File: config.mk
export PLATFORM = sky130hd
export DESIGN_NAME = fifo_sync_flex
export DESIGN_NICKNAME = d
export VERILOG_FILES = /design/src/rtl/fifo_sync_flex.sv
export SDC_FILE = /design/constraint.sdc
export NUM_CORES = 1
export LEC_CHECK = 0
export ABC_AREA = 1
export BUFFER_PORTS_ARGS = -buffer_cell sky130_fd_sc_hd__buf_2
export CAP_MARGIN = 20
export CORE_MARGIN = 2
export CORE_UTILIZATION = 50
export CTS_BUF_LIST = sky130_fd_sc_hd__clkbuf_2
export DETAILED_ROUTE_END_ITERATION = 10
export MAX_ROUTING_LAYER = met4
export PLACE_DENSITY_LB_ADDON = 0.12
export SLEW_MARGIN = 20
export SYNTH_ARGS = -nofsm -noshare
export SYNTH_HDL_FRONTEND = slang
export SYNTH_SLANG_ARGS = --single-unit
File: constraint.sdc
create_clock -name clk -period 2.7 [get_ports clk]
set_input_delay 0.27 -clock clk [delete_from_list [all_inputs] [get_ports clk]]
set_output_delay 0.27 -clock clk [all_outputs]
set_load 0.05 [all_outputs]
File: src/rtl/fifo_sync_flex.sv
// Single-clock FIFO with FWFT/registered read, almost flags,
// occupancy count, flush and sticky error flags.
module fifo_sync_flex #(
  parameter int DATA_WIDTH    = 8,
  parameter int DEPTH         = 16,
  parameter int AFULL_THRESH  = DEPTH - 2,
  parameter int AEMPTY_THRESH = 1,
  parameter int FWFT          = 1
) (
  input  logic                       clk,
  input  logic                       rst_n,
  input  logic                       flush_i,
  input  logic                       wr_valid_i,
  input  logic [DATA_WIDTH-1:0]      wr_data_i,
  output logic                       wr_full_o,
  output logic                       wr_afull_o,
  input  logic                       rd_ready_i,
  output logic                       rd_valid_o,
  output logic [DATA_WIDTH-1:0]      rd_data_o,
  output logic                       rd_empty_o,
  output logic                       rd_aempty_o,
  output logic [$clog2(DEPTH):0]     count_o,
  output logic                       overflow_o,
  output logic                       underflow_o
);

  localparam int AW = $clog2(DEPTH);
  localparam int CW = AW + 1;

  logic [DATA_WIDTH-1:0] mem [DEPTH];
  logic [AW-1:0]         wr_ptr;
  logic [AW-1:0]         rd_ptr;
  logic [CW-1:0]         count;
  logic                  full;
  logic                  empty;
  logic                  wr_acc;
  logic                  pop;

  assign full   = (count == CW'(DEPTH));
  assign empty  = (count == '0);
  assign wr_acc = wr_valid_i && !full && !flush_i;
  assign pop    = rd_ready_i && !empty && !flush_i;

  assign wr_full_o   = full;
  assign rd_empty_o  = empty;
  assign wr_afull_o  = (count >= CW'(AFULL_THRESH));
  assign rd_aempty_o = (count <= CW'(AEMPTY_THRESH));
  assign count_o     = count;

  always_ff @(posedge clk) begin
    if (wr_acc) mem[wr_ptr] <= wr_data_i;
  end

  always_ff @(posedge clk or negedge rst_n) begin
    if (!rst_n) begin
      wr_ptr      <= '0;
      rd_ptr      <= '0;
      count       <= '0;
      overflow_o  <= 1'b0;
      underflow_o <= 1'b0;
    end else if (flush_i) begin
      wr_ptr      <= '0;
      rd_ptr      <= '0;
      count       <= '0;
      overflow_o  <= 1'b0;
      underflow_o <= 1'b0;
    end else begin
      if (wr_acc) wr_ptr <= wr_ptr + 1'b1;
      if (pop)    rd_ptr <= rd_ptr + 1'b1;
      case ({wr_acc, pop})
        2'b10:   count <= count + 1'b1;
        2'b01:   count <= count - 1'b1;
        default: count <= count;
      endcase
      if (wr_valid_i && full)  overflow_o  <= 1'b1;
      if (rd_ready_i && empty) underflow_o <= 1'b1;
    end
  end

  if (FWFT != 0) begin : g_fwft
    // Gate stale memory so an empty FIFO always shows zero data.
    assign rd_valid_o = !empty;
    assign rd_data_o  = empty ? '0 : mem[rd_ptr];
  end else begin : g_reg
    logic                  vld_q;
    logic [DATA_WIDTH-1:0] dat_q;

    always_ff @(posedge clk or negedge rst_n) begin
      if (!rst_n) begin
        vld_q <= 1'b0;
        dat_q <= '0;
      end else if (flush_i) begin
        vld_q <= 1'b0;
      end else begin
        vld_q <= pop;
        if (pop) dat_q <= mem[rd_ptr];
      end
    end

    assign rd_valid_o = vld_q;
    assign rd_data_o  = dat_q;
  end

endmodule
Word-level counts from Yosys, hierarchy flattened
Memories as Yosys holds them, arrays and structs flattened.
Index checks and enable logic that the tools add are counted.
- register bits: 15
- memory bits (writable): 128
- memories: 1
- memory list (name ; words ; width ; rd ports ; clocked after Yosys merged registers in ; write ports ; line ; RTL):
    mem ; 16 ; 8 ; 1 ; 0 ; 1 ; 30 ; logic [DATA_WIDTH-1:0] mem [DEPTH];
- add/sub/neg operators: 4
- $lt $le $gt $ge: 2
- equal/unequal tests: 3
- multiplexer cells: 13
- reductions and logical operators: 15
- operators by type and width (operator ; count):
    $mux 4 ; 4
    $pmux 5 s2 ; 1
    $add 4x1->4 const B ; 2
    $mux 8 ; 1
    $reduce_bool 2->1 ; 4
    $logic_and 1x1->1 ; 6
    $mux 1 ; 6
    $add 5x1->5 const B ; 1
    $eq 5x5->1 const B ; 1
    $ge 5x4->1 const B ; 1
    $le 5x1->1 const B ; 1
    $logic_not 5->1 ; 1
    $mux 5 ; 1
    $sub 5x1->5 const B ; 1
    $logic_not 1->1 ; 3
    $reduce_bool 3->1 ; 1
    $eq 2x1->1 const B ; 1
    $eq 2x2->1 const B ; 1

Longest topological paths before layout
Gate-level depths: netlist of the first run.
- word-level depth: 7
- gate-level depth with buffers: 12
- depth with buffers taken out: 12

Worst setup path after synthesis of the first run
No wires, ideal clock.
- path type: register to output
- start point: reg count[0], in the netlist count_o[0]
- end point: out rd_data_o[0]
- arrival time: 2.577 ns
- data required time: 2.430 ns
- slack: -0.147 ns
- cell stages (with the launch flop): 8
- cells stage by stage: dfrtp_1 > inv_1 > ha_1 > inv_1 > nor2_4 > nand2_2 > inv_2 > a21oi_1
- cells in the longest elaborated chain, start to end: 2
- RTL lines (element ; line ; RTL):
    from (decl) ; 33 ; logic [CW-1:0] count;
    from (signal assigned) ; 71 ; 2'b10: count <= count + 1'b1;
    from (signal assigned) ; 72 ; 2'b01: count <= count - 1'b1;
    from (signal assigned) ; 73 ; default: count <= count;
    $logic_not 5->1 ; 40 ; assign empty = (count == '0);
    net rd_empty_o ; 20 ; output logic rd_empty_o,
    $mux 8 ; 83 ; assign rd_data_o = empty ? '0 : mem[rd_ptr];
    to (decl) ; 19 ; output logic [DATA_WIDTH-1:0] rd_data_o,
The timed path passes the listed nets, and every way through them passes these cells.

Final worst setup path of the first run
- start point: reg rd_ptr[0]
- end point: out rd_data_o[7]
- cells in the longest elaborated chain, start to end: 2
- RTL lines (element ; line ; RTL):
    from (decl) ; 32 ; logic [AW-1:0] rd_ptr;
    from (signal assigned) ; 69 ; if (pop) rd_ptr <= rd_ptr + 1'b1;
    $mem_v2 16x8 ; - ;
    $mux 8 ; 83 ;
Every way passes these cells.

==> PnR_summary.wiki, run 1 <==
{| class="wikitable"
! Metric !! Value
|-
| Status || complete, no violations
|-
| Number of levels in the clock H-tree || 4
|-
| Post-route clock period utilization || 99.3%
|-
| Req. time, crit path || 2.43 ns
|-
| Syn Area/Cell || 11.0 um2
|-
| Critical setup path kind || reg2out
|-
| Overall die area || 13,500 um2
|-
| Net Switching || 0.00288 W
|-
| Cell area after technology mapping || 6310 um2
|-
| Critical-path cell with the highest stage delay || sky130_fd_sc_hd__dfrtp_2
|-
| Pin count of the biggest net entering global routing || 30
|-
| Power per cell area || 926 nW/um2
|-
| Clock network power share || 17.8%
|-
| Site Rows || 41
|-
| Fraction of post-synthesis cell area in the top cell type by area || 61.0%
|-
| Critical path peak fanout || 9
|-
| Routability-driven placement congestion ratio || 0.878
|-
| DRT Pass-1 Iters || 6
|-
| Buffer depth of the longest clock path || 2
|-
| Tmin final || 2.68 ns
|-
| Worst hold-check slack || 0.379 ns
|-
| Total nets after synthesis || 598
|-
| Sequential share of power || 36.3%
|-
| Max frequency || 373 MHz
|-
| Multi-input gate area in the final layout || 1920 um2
|-
| Max VDD drop || 0.660 mV
|-
| Vias in the first global route || 4,324
|-
| Die Ht || 116 um
|-
| Antenna-violating nets left || 0
|-
| Seq. cell area || 4220 um2
|-
| Number of buffers inserted by port buffering || 32
|-
| Clock transition at the registers of the reported paths || 0.20 ns
|-
| Detailed placement HPWL || 9320 um
|-
| Relative slew slack || 47.5%
|-
| Final Hold Fails || 0
|-
| Clock tree from TritonCTS || yes
|-
| Clk_lat worst skew || 0.72 ns
|-
| Std-Cell Core Area || 12,500 um2
|-
| Final net count || 677
|-
| Fraction of power spent switching nets || 40.8%
|-
| CP Launch Type || flip-flop
|-
| Gate Count Post-Synth || 575
|-
| Placed standard-cell area || 6710 um2
|-
| Worst clock skew on the final layout || 0.0132 ns
|-
| Cts bufs inserted || 17
|-
| Transition time of the tightest slew-check pin || 0.785 ns
|-
| Yosys synthesis warning count || 0
|-
| Filler cell count in the final layout || 1,032
|-
| Count of final max-slew check failures || 0
|-
| Wire length of the first global-routing pass || 23,900 um
|-
| Endpoints failing setup || 0
|-
| Unrepaired setup endpoints after global routing || true
|-
| Clock Sink Count || 143
|-
| Total Power || 0.00705 W
|-
| Antenna Diode Count || 0
|-
| I/O pin count || 33
|-
| Cells along the critical path || buf_4 -> clkinv_8 -> clkbuf_16 -> o21ai_0 -> nand3_1 -> nand3_2 -> a21oi_2 -> buf_6
|-
| Proportion of power drawn by combinational gates || 45.9%
|-
| Reported leakage power || 2.93 nW
|-
| Number of distinct library cells after synthesis || 30
|-
| Share of cells above drive strength 1 || 23.8%
|-
| Element type at the critical path end || primary output
|-
| Sequential area share after synthesis || 66.9%
|-
| Number of antenna violations at the first check in global routing || 0
|-
| Biggest area contributors in the synthesized netlist || sky130_fd_sc_hd__edfxtp_1, sky130_fd_sc_hd__nor2_1, sky130_fd_sc_hd__dfrtp_1
|-
| Number of violations of the max-capacitance limit || 0
|-
| Via/cell ratio || 5.36
|-
| Buffer type at the clock tree root || sky130_fd_sc_hd__clkbuf_2
|-
| DRC violations left || 0
|-
| Final cell area excluding filler cells || 7620 um2
|-
| Count of routing violations after the opening detailed-route iteration || 500
|-
| Delay contributed by the slowest stage of the critical path || 0.47 ns
|-
| DIE WIDTH || 116 um
|-
| Power Internal || 0.00417 W
|-
| DR WL/cell || 19.1 um
|-
| Synthesis-to-finish area growth || 20.8%
|-
| Final WL || 16,000 um
|-
| Aggregate global-route resource usage || 25.4%
|-
| Vias || 4,501
|-
| Worst hold path class || in2reg
|-
| Synthesized flop and latch total || 143
|-
| Initial cell density of the core || 50.6%
|-
| Biggest area consumer among synthesized cells || sky130_fd_sc_hd__edfxtp_1
|-
| Overflow left after global routing || 0
|-
| Worst Path Arrival || 2.41 ns
|}
[power groups by stage]
stage	clock [W]	combinational, W	sequential (W)
2_1_floorplan	0	0.00171	0.00267
3_3_place_gp	0	0.00233	0.00260
3_5_place_dp	0	0.00233	0.00261
4_1_cts	0.00128	0.00278	0.00257
5_1_grt	0.00136	0.00345	0.00257
6_report	0.00126	0.00324	0.00256
[sequential cells by signal, indices dropped and copies added (netlist names)]
signal	flops
wr_ptr	4
count_o	5
mem	128
underflow_o	1
overflow_o	1
rd_ptr	4
[worst max-delay path, delay by kind of cell (launching register included)]
family	cells	cell delay (ns)
buffers and inverters	4	0.59
flip-flops	1	0.47
AO/OA/AOI/OAI	2	0.33
AND/OR/NAND/NOR	2	0.28
[logic make-up (layout without fill, tap and decap cells)]
family,after synthesis,in the layout,share of synthesized area (%)
flops,143,143,66.9
xor+xnor,5,5,0.694
fa+ha+maj,10,10,1.98
compound gates,83,83,7.12
buf+inv,55,147,4.33
simple gates,279,279,19.0
[cell type report]
class                      instances  area share, %
timing repair buffer              88           11.8
sequential                       143           55.4
tap                              172           2.83
multi-input combinational        377           25.1
inverter                          27           1.59
clock inverter                    13           1.92
clock buffer                      19           1.25
[cells in the final DEF (no fill, tap or decap), types with 5 or more instances in the layout]
cell / count
sky130_fd_sc_hd__nor3_1: 10
sky130_fd_sc_hd__inv_2: 6
sky130_fd_sc_hd__buf_4: 29
sky130_fd_sc_hd__buf_2: 23
sky130_fd_sc_hd__buf_12: 7
sky130_fd_sc_hd__o21ai_1: 46
sky130_fd_sc_hd__a21oi_2: 8
sky130_fd_sc_hd__buf_6: 8
sky130_fd_sc_hd__dfrtp_1: 12
sky130_fd_sc_hd__nand2_2: 8
sky130_fd_sc_hd__o21ai_0: 16
sky130_fd_sc_hd__dlygate4sd3_1: 13
sky130_fd_sc_hd__nor2_1: 122
sky130_fd_sc_hd__clkbuf_16: 5
sky130_fd_sc_hd__nand2_1: 71
sky130_fd_sc_hd__ha_1: 10
sky130_fd_sc_hd__inv_1: 17
sky130_fd_sc_hd__nor2_2: 7
sky130_fd_sc_hd__nand3_2: 13
sky130_fd_sc_hd__edfxtp_1: 128
sky130_fd_sc_hd__clkbuf_2: 19
sky130_fd_sc_hd__nand3_1: 45
sky130_fd_sc_hd__xor2_1: 5
[metrics by stage]
step	util [%]	setup WS, ns	instances	TNS, ns
CTS	58.7	-0.0201	827	-0.0201
detailed placement	53.8	0.552	774	0
global placement	53.8	0.588	774	0
global route	61.1	-0.101	839	-0.494
finish	61.1	0.0184	839	0
floorplan	-	-0.147	575	-1.18
[cell usage after synthesis, drive strengths merged]
library cell,number
nor2,130
edfxtp,128
nand2,80
o21ai,65
nand3,59
inv,26
buf,21
dfrtp,15
a21oi,12
ha,10
nor3,10
clkbuf,7
xor2,5
o21a,3
o211ai,2
a21boi,1
clkinv,1
[layer usage]
| layer | GRT usage (%) | up-vias | share of wire [%] |
|---|---|---|---|
| met5 | - | - | 0 |
| met2 | 39.6 | 166 | 50 |
| li1 | - | 2141 | - |
| met1 | 32.6 | 2161 | 41 |
| met4 | 11.3 | 0 | 3.0 |
| met3 | 5.19 | 33 | 6.5 |
[path summary, 6_finish.rpt]
check	from	endpoint	slack, ns	cells after the start
worst max-delay path	rd_ptr[0]$_DFFE_PN0P_	rd_data_o[7]	0.02	8
worst max register to register	count_o[1]$_DFFE_PN0P_	mem[8][0]$_DFFE_PP_	0.62	10
min in group asynchronous	rst_n	rd_ptr[0]$_DFFE_PN0P_	0.68	3
max in group asynchronous	rst_n	count_o[0]$_DFFE_PN0P_	1.48	3
worst min register to register	underflow_o$_DFFE_PN0P_	underflow_o$_DFFE_PN0P_	0.52	1
worst min-delay path	flush_i	rd_ptr[2]$_DFFE_PN0P_	0.38	4
[what timing repair did]
item,in CTS,in global routing
hold buffers,13,0
endpoints found under the setup margin,9,9
gates resized for setup,29,40
cloned,4,5
hold endpoints to repair,158,0
setup buffers,4,8
pin swaps,2,23
Power figures use the tool's default switching activity.
==> run 2: changes to the inputs <==
--- a/config.mk
+++ b/config.mk
@@ -9,7 +9,7 @@
 export BUFFER_PORTS_ARGS = -buffer_cell sky130_fd_sc_hd__buf_2
 export CAP_MARGIN = 20
 export CORE_MARGIN = 2
-export CORE_UTILIZATION = 50
+export CORE_UTILIZATION = 63
 export CTS_BUF_LIST = sky130_fd_sc_hd__clkbuf_2
 export DETAILED_ROUTE_END_ITERATION = 10
 export MAX_ROUTING_LAYER = met4
==> run 2 against run 1 <==
- worst hold slack improved by 0.025 ns
- die area fell by 20%
- non-clock buffer count fell by 10
- largest cell class unchanged
==> PnR_summary.wiki, run 2 (same netlist as run 1, synthesis figures left out) <==
{| class="wikitable"
! Metric !! Value
|-
| Std-Cell Core Area || 9730 um2 (-22%)
|-
| Crit. Startpoint || rd_ptr[0]$_DFFE_PN0P_
|-
| Number of violations of the max-capacitance limit || 0 (unchanged)
|-
| Max VDD drop || 0.822 mV (+24%)
|-
| Max FFs per register || 128 (unchanged)
|-
| Worst Hold Path Cells || 4 (unchanged)
|-
| Share of cells above drive strength 1 || 21.8% (-2.1 points)
|-
| Buffer depth of the longest clock path || 2 (unchanged)
|-
| Final Hold Fails || 0 (unchanged)
|-
| Number of buffers inserted by port buffering || 32 (unchanged)
|-
| Final WL || 15,300 um (-4.9%)
|-
| Critical path peak fanout || 8 (-1)
|-
| Unrepaired setup endpoints after global routing || true
|-
| Post-route clock period utilization || 99.7% (+0.42 points)
|-
| Number of antenna violations at the first check in global routing || 0 (unchanged)
|-
| DIE WIDTH || 104 um (-11%)
|-
| Filler cell count in the final layout || 623 (-40%)
|-
| Buffer type at the clock tree root || sky130_fd_sc_hd__clkbuf_2
|-
| Routability-driven placement congestion ratio || 0.907 (+3.3%)
|-
| Cells along the critical path || buf_12 -> clkinv_8 -> buf_12 -> nand2_1 -> nand2_1 -> nand2_1 -> nand3_1 -> nand3_1 -> a21oi_1 -> buf_4
|-
| Transition time of the tightest slew-check pin || 0.717 ns (-0.0680 ns)
|-
| Final setup margin || 0.00696 ns (-0.0115 ns)
|-
| Antenna-violating nets left || 0 (unchanged)
|-
| Worst hold path class || in2reg
|-
| Largest Register || mem
|-
| Req. time, crit path || 2.43 ns (about the same)
|-
| Number of levels in the clock H-tree || 4 (unchanged)
|-
| Power per cell area || 942 nW/um2 (+1.8%)
|-
| Critical-path cell with the highest stage delay || sky130_fd_sc_hd__dfrtp_4
|-
| Vias in the first global route || 4,327 (+0.069%)
|-
| Overflow left after global routing || 0 (unchanged)
|-
| Total Power || 0.00705 W (about the same)
|-
| Critical setup path kind || reg2out
|-
| Detailed placement HPWL || 8710 um (-6.5%)
|-
| DRT Pass-1 Iters || 5 (-1)
|-
| CP Launch Type || flip-flop
|-
| Initial cell density of the core || 64.8% (+14 points)
|-
| Clock transition at the registers of the reported paths || 0.20 ns (about the same)
|-
| Launch point of the worst hold path || flush_i
|-
| Delay contributed by the slowest stage of the critical path || 0.53 ns (+0.06 ns)
|-
| Clk_lat worst skew || 0.66 ns (-0.06 ns)
|-
| DR WL/cell || 19.3 um (+0.95%)
|-
| Wire length of the first global-routing pass || 22,400 um (-6.5%)
|-
| DRC violations left || 0 (unchanged)
|-
| Setup_tns || 0 ns (unchanged)
|-
| Worst setup slack after placement || 0.304 ns (-0.248 ns)
|-
| Antenna Diode Count || 0 (unchanged)
|-
| Pin count of the biggest net entering global routing || 51 (+70%)
|-
| Clock Sink Count || 143 (unchanged)
|-
| Cts bufs inserted || 17 (unchanged)
|-
| Final net count || 667 (-1.5%)
|-
| Tmin final || 2.69 ns (+0.0115 ns)
|-
| Count of routing violations after the opening detailed-route iteration || 451 (-9.8%)
|-
| Worst hold-check slack || 0.404 ns (+0.0252 ns)
|-
| Element type at the critical path end || primary output
|-
| Status || complete, no violations
|-
| Worst Path Arrival || 2.42 ns (about the same)
|-
| Beginning of the worst register-to-register path || count_o[0]$_DFFE_PN0P_
|-
| Endpoints failing setup || 0 (unchanged)
|-
| Synthesis-to-finish area growth || 18.7%
|-
| Aggregate global-route resource usage || 28.3% (+2.9 points)
|-
| Via/cell ratio || 5.80 (+8.0%)
|-
| Relative slew slack || 52.0% (+4.5 points)
|-
| Clock tree from TritonCTS || yes
|-
| Count of final max-slew check failures || 0 (unchanged)
|-
| Commonest non-fill, non-tap cells in the layout || sky130_fd_sc_hd__edfxtp_1, sky130_fd_sc_hd__nor2_1, sky130_fd_sc_hd__nand2_1
|-
| Site Rows || 36 (-12%)
|-
| Overall die area || 10,800 um2 (-20%)
|-
| Setup slack, reg-to-reg || 0.35 ns (-0.27 ns)
|-
| Worst clock skew on the final layout || 0.0268 ns (+0.0137 ns)
|-
| Max frequency || 371 MHz (-0.43%)
|-
| Most prevalent standard cell on the critical path || sky130_fd_sc_hd__nand2_1
|-
| Reported leakage power || 2.87 nW (-1.9%)
|-
| Most common library cell in the layout ignoring fill and taps || sky130_fd_sc_hd__edfxtp_1
|-
| Die Ht || 104 um (-11%)
|-
| Vias || 4,579 (+1.7%)
|-
| I/O pin count || 33 (unchanged)
|-
| Cell count of the worst reg-to-reg path || 9 (-1)
|}
-- run 2: final timing paths --
check                                         endpoint
worst max-delay path                      rd_data_o[1]
max in group asynchronous        rd_ptr[0]$_DFFE_PN0P_
worst min register to register  overflow_o$_DFFE_PN0P_
worst min-delay path             rd_ptr[2]$_DFFE_PN0P_
worst max register to register    mem[14][5]$_DFFE_PP_
min in group asynchronous        wr_ptr[0]$_DFFE_PN0P_
-- run 2: layer usage --
layer  vias to the layer above  routed length, um  track usage (%)
li1                       2117                  -                -
met1                      2192               5800             35.9
met2                       230               7730             46.5
met3                        40               1310             5.70
met4                         0                409             9.07
met5                         -                  0                -
-- run 2: area by class of cell --
| cell class | count | area, um2 | share of cell area (%) |
|---|---|---|---|
| clock buffers | 20 | 100 | 1.34 |
| repair buffers | 78 | 746 | 9.97 |
| multi-input cells | 377 | 1910 | 25.5 |
| well taps | 133 | 166 | 2.22 |
| inverters | 27 | 119 | 1.59 |
| clock inverters | 12 | 216 | 2.89 |
| flip-flops and latches | 143 | 4230 | 56.5 |
-- run 2: through the flow --
| stage | instances | instance area (um2) | utilization (%) |
|---|---|---|---|
| after floorplan | 575 | 6310 | - |
| after global placement | 732 | 6630 | 68.1 |
| after detailed placement | 732 | 6630 | 68.1 |
| after CTS | 778 | 7120 | 73.2 |
| after global routing | 790 | 7480 | 76.9 |
| final | 790 | 7480 | 76.9 |
-- run 2: what timing repair did --
| action | 4_1_cts | 5_1_grt |
|---|---|---|
| buffers inserted | 1 | 4 |
| endpoints found under the hold margin | 93 | 16 |
| gates resized for setup | 13 | 46 |
| endpoints found under the setup margin | 8 | 9 |
| gates cloned | 0 | 7 |
| hold buffers | 13 | 1 |
| pin swaps | 0 | 10 |
-- run 2: critical path: cells and delay by family (launching register included) --
kind            cells  cell delay [ns]
flops               1             0.53
simple gates        5             0.44
buf+inv             4             0.58
compound gates      1             0.20
-- run 2: report_power, final --
part	leakage, nW	switching (W)	internal, W
Combinational	1.34	0.00199	0.00101
Clock	0.179	0.000712	0.000798
Sequential	1.35	0.0000593	0.00248
Total	2.87	0.00277	0.00428
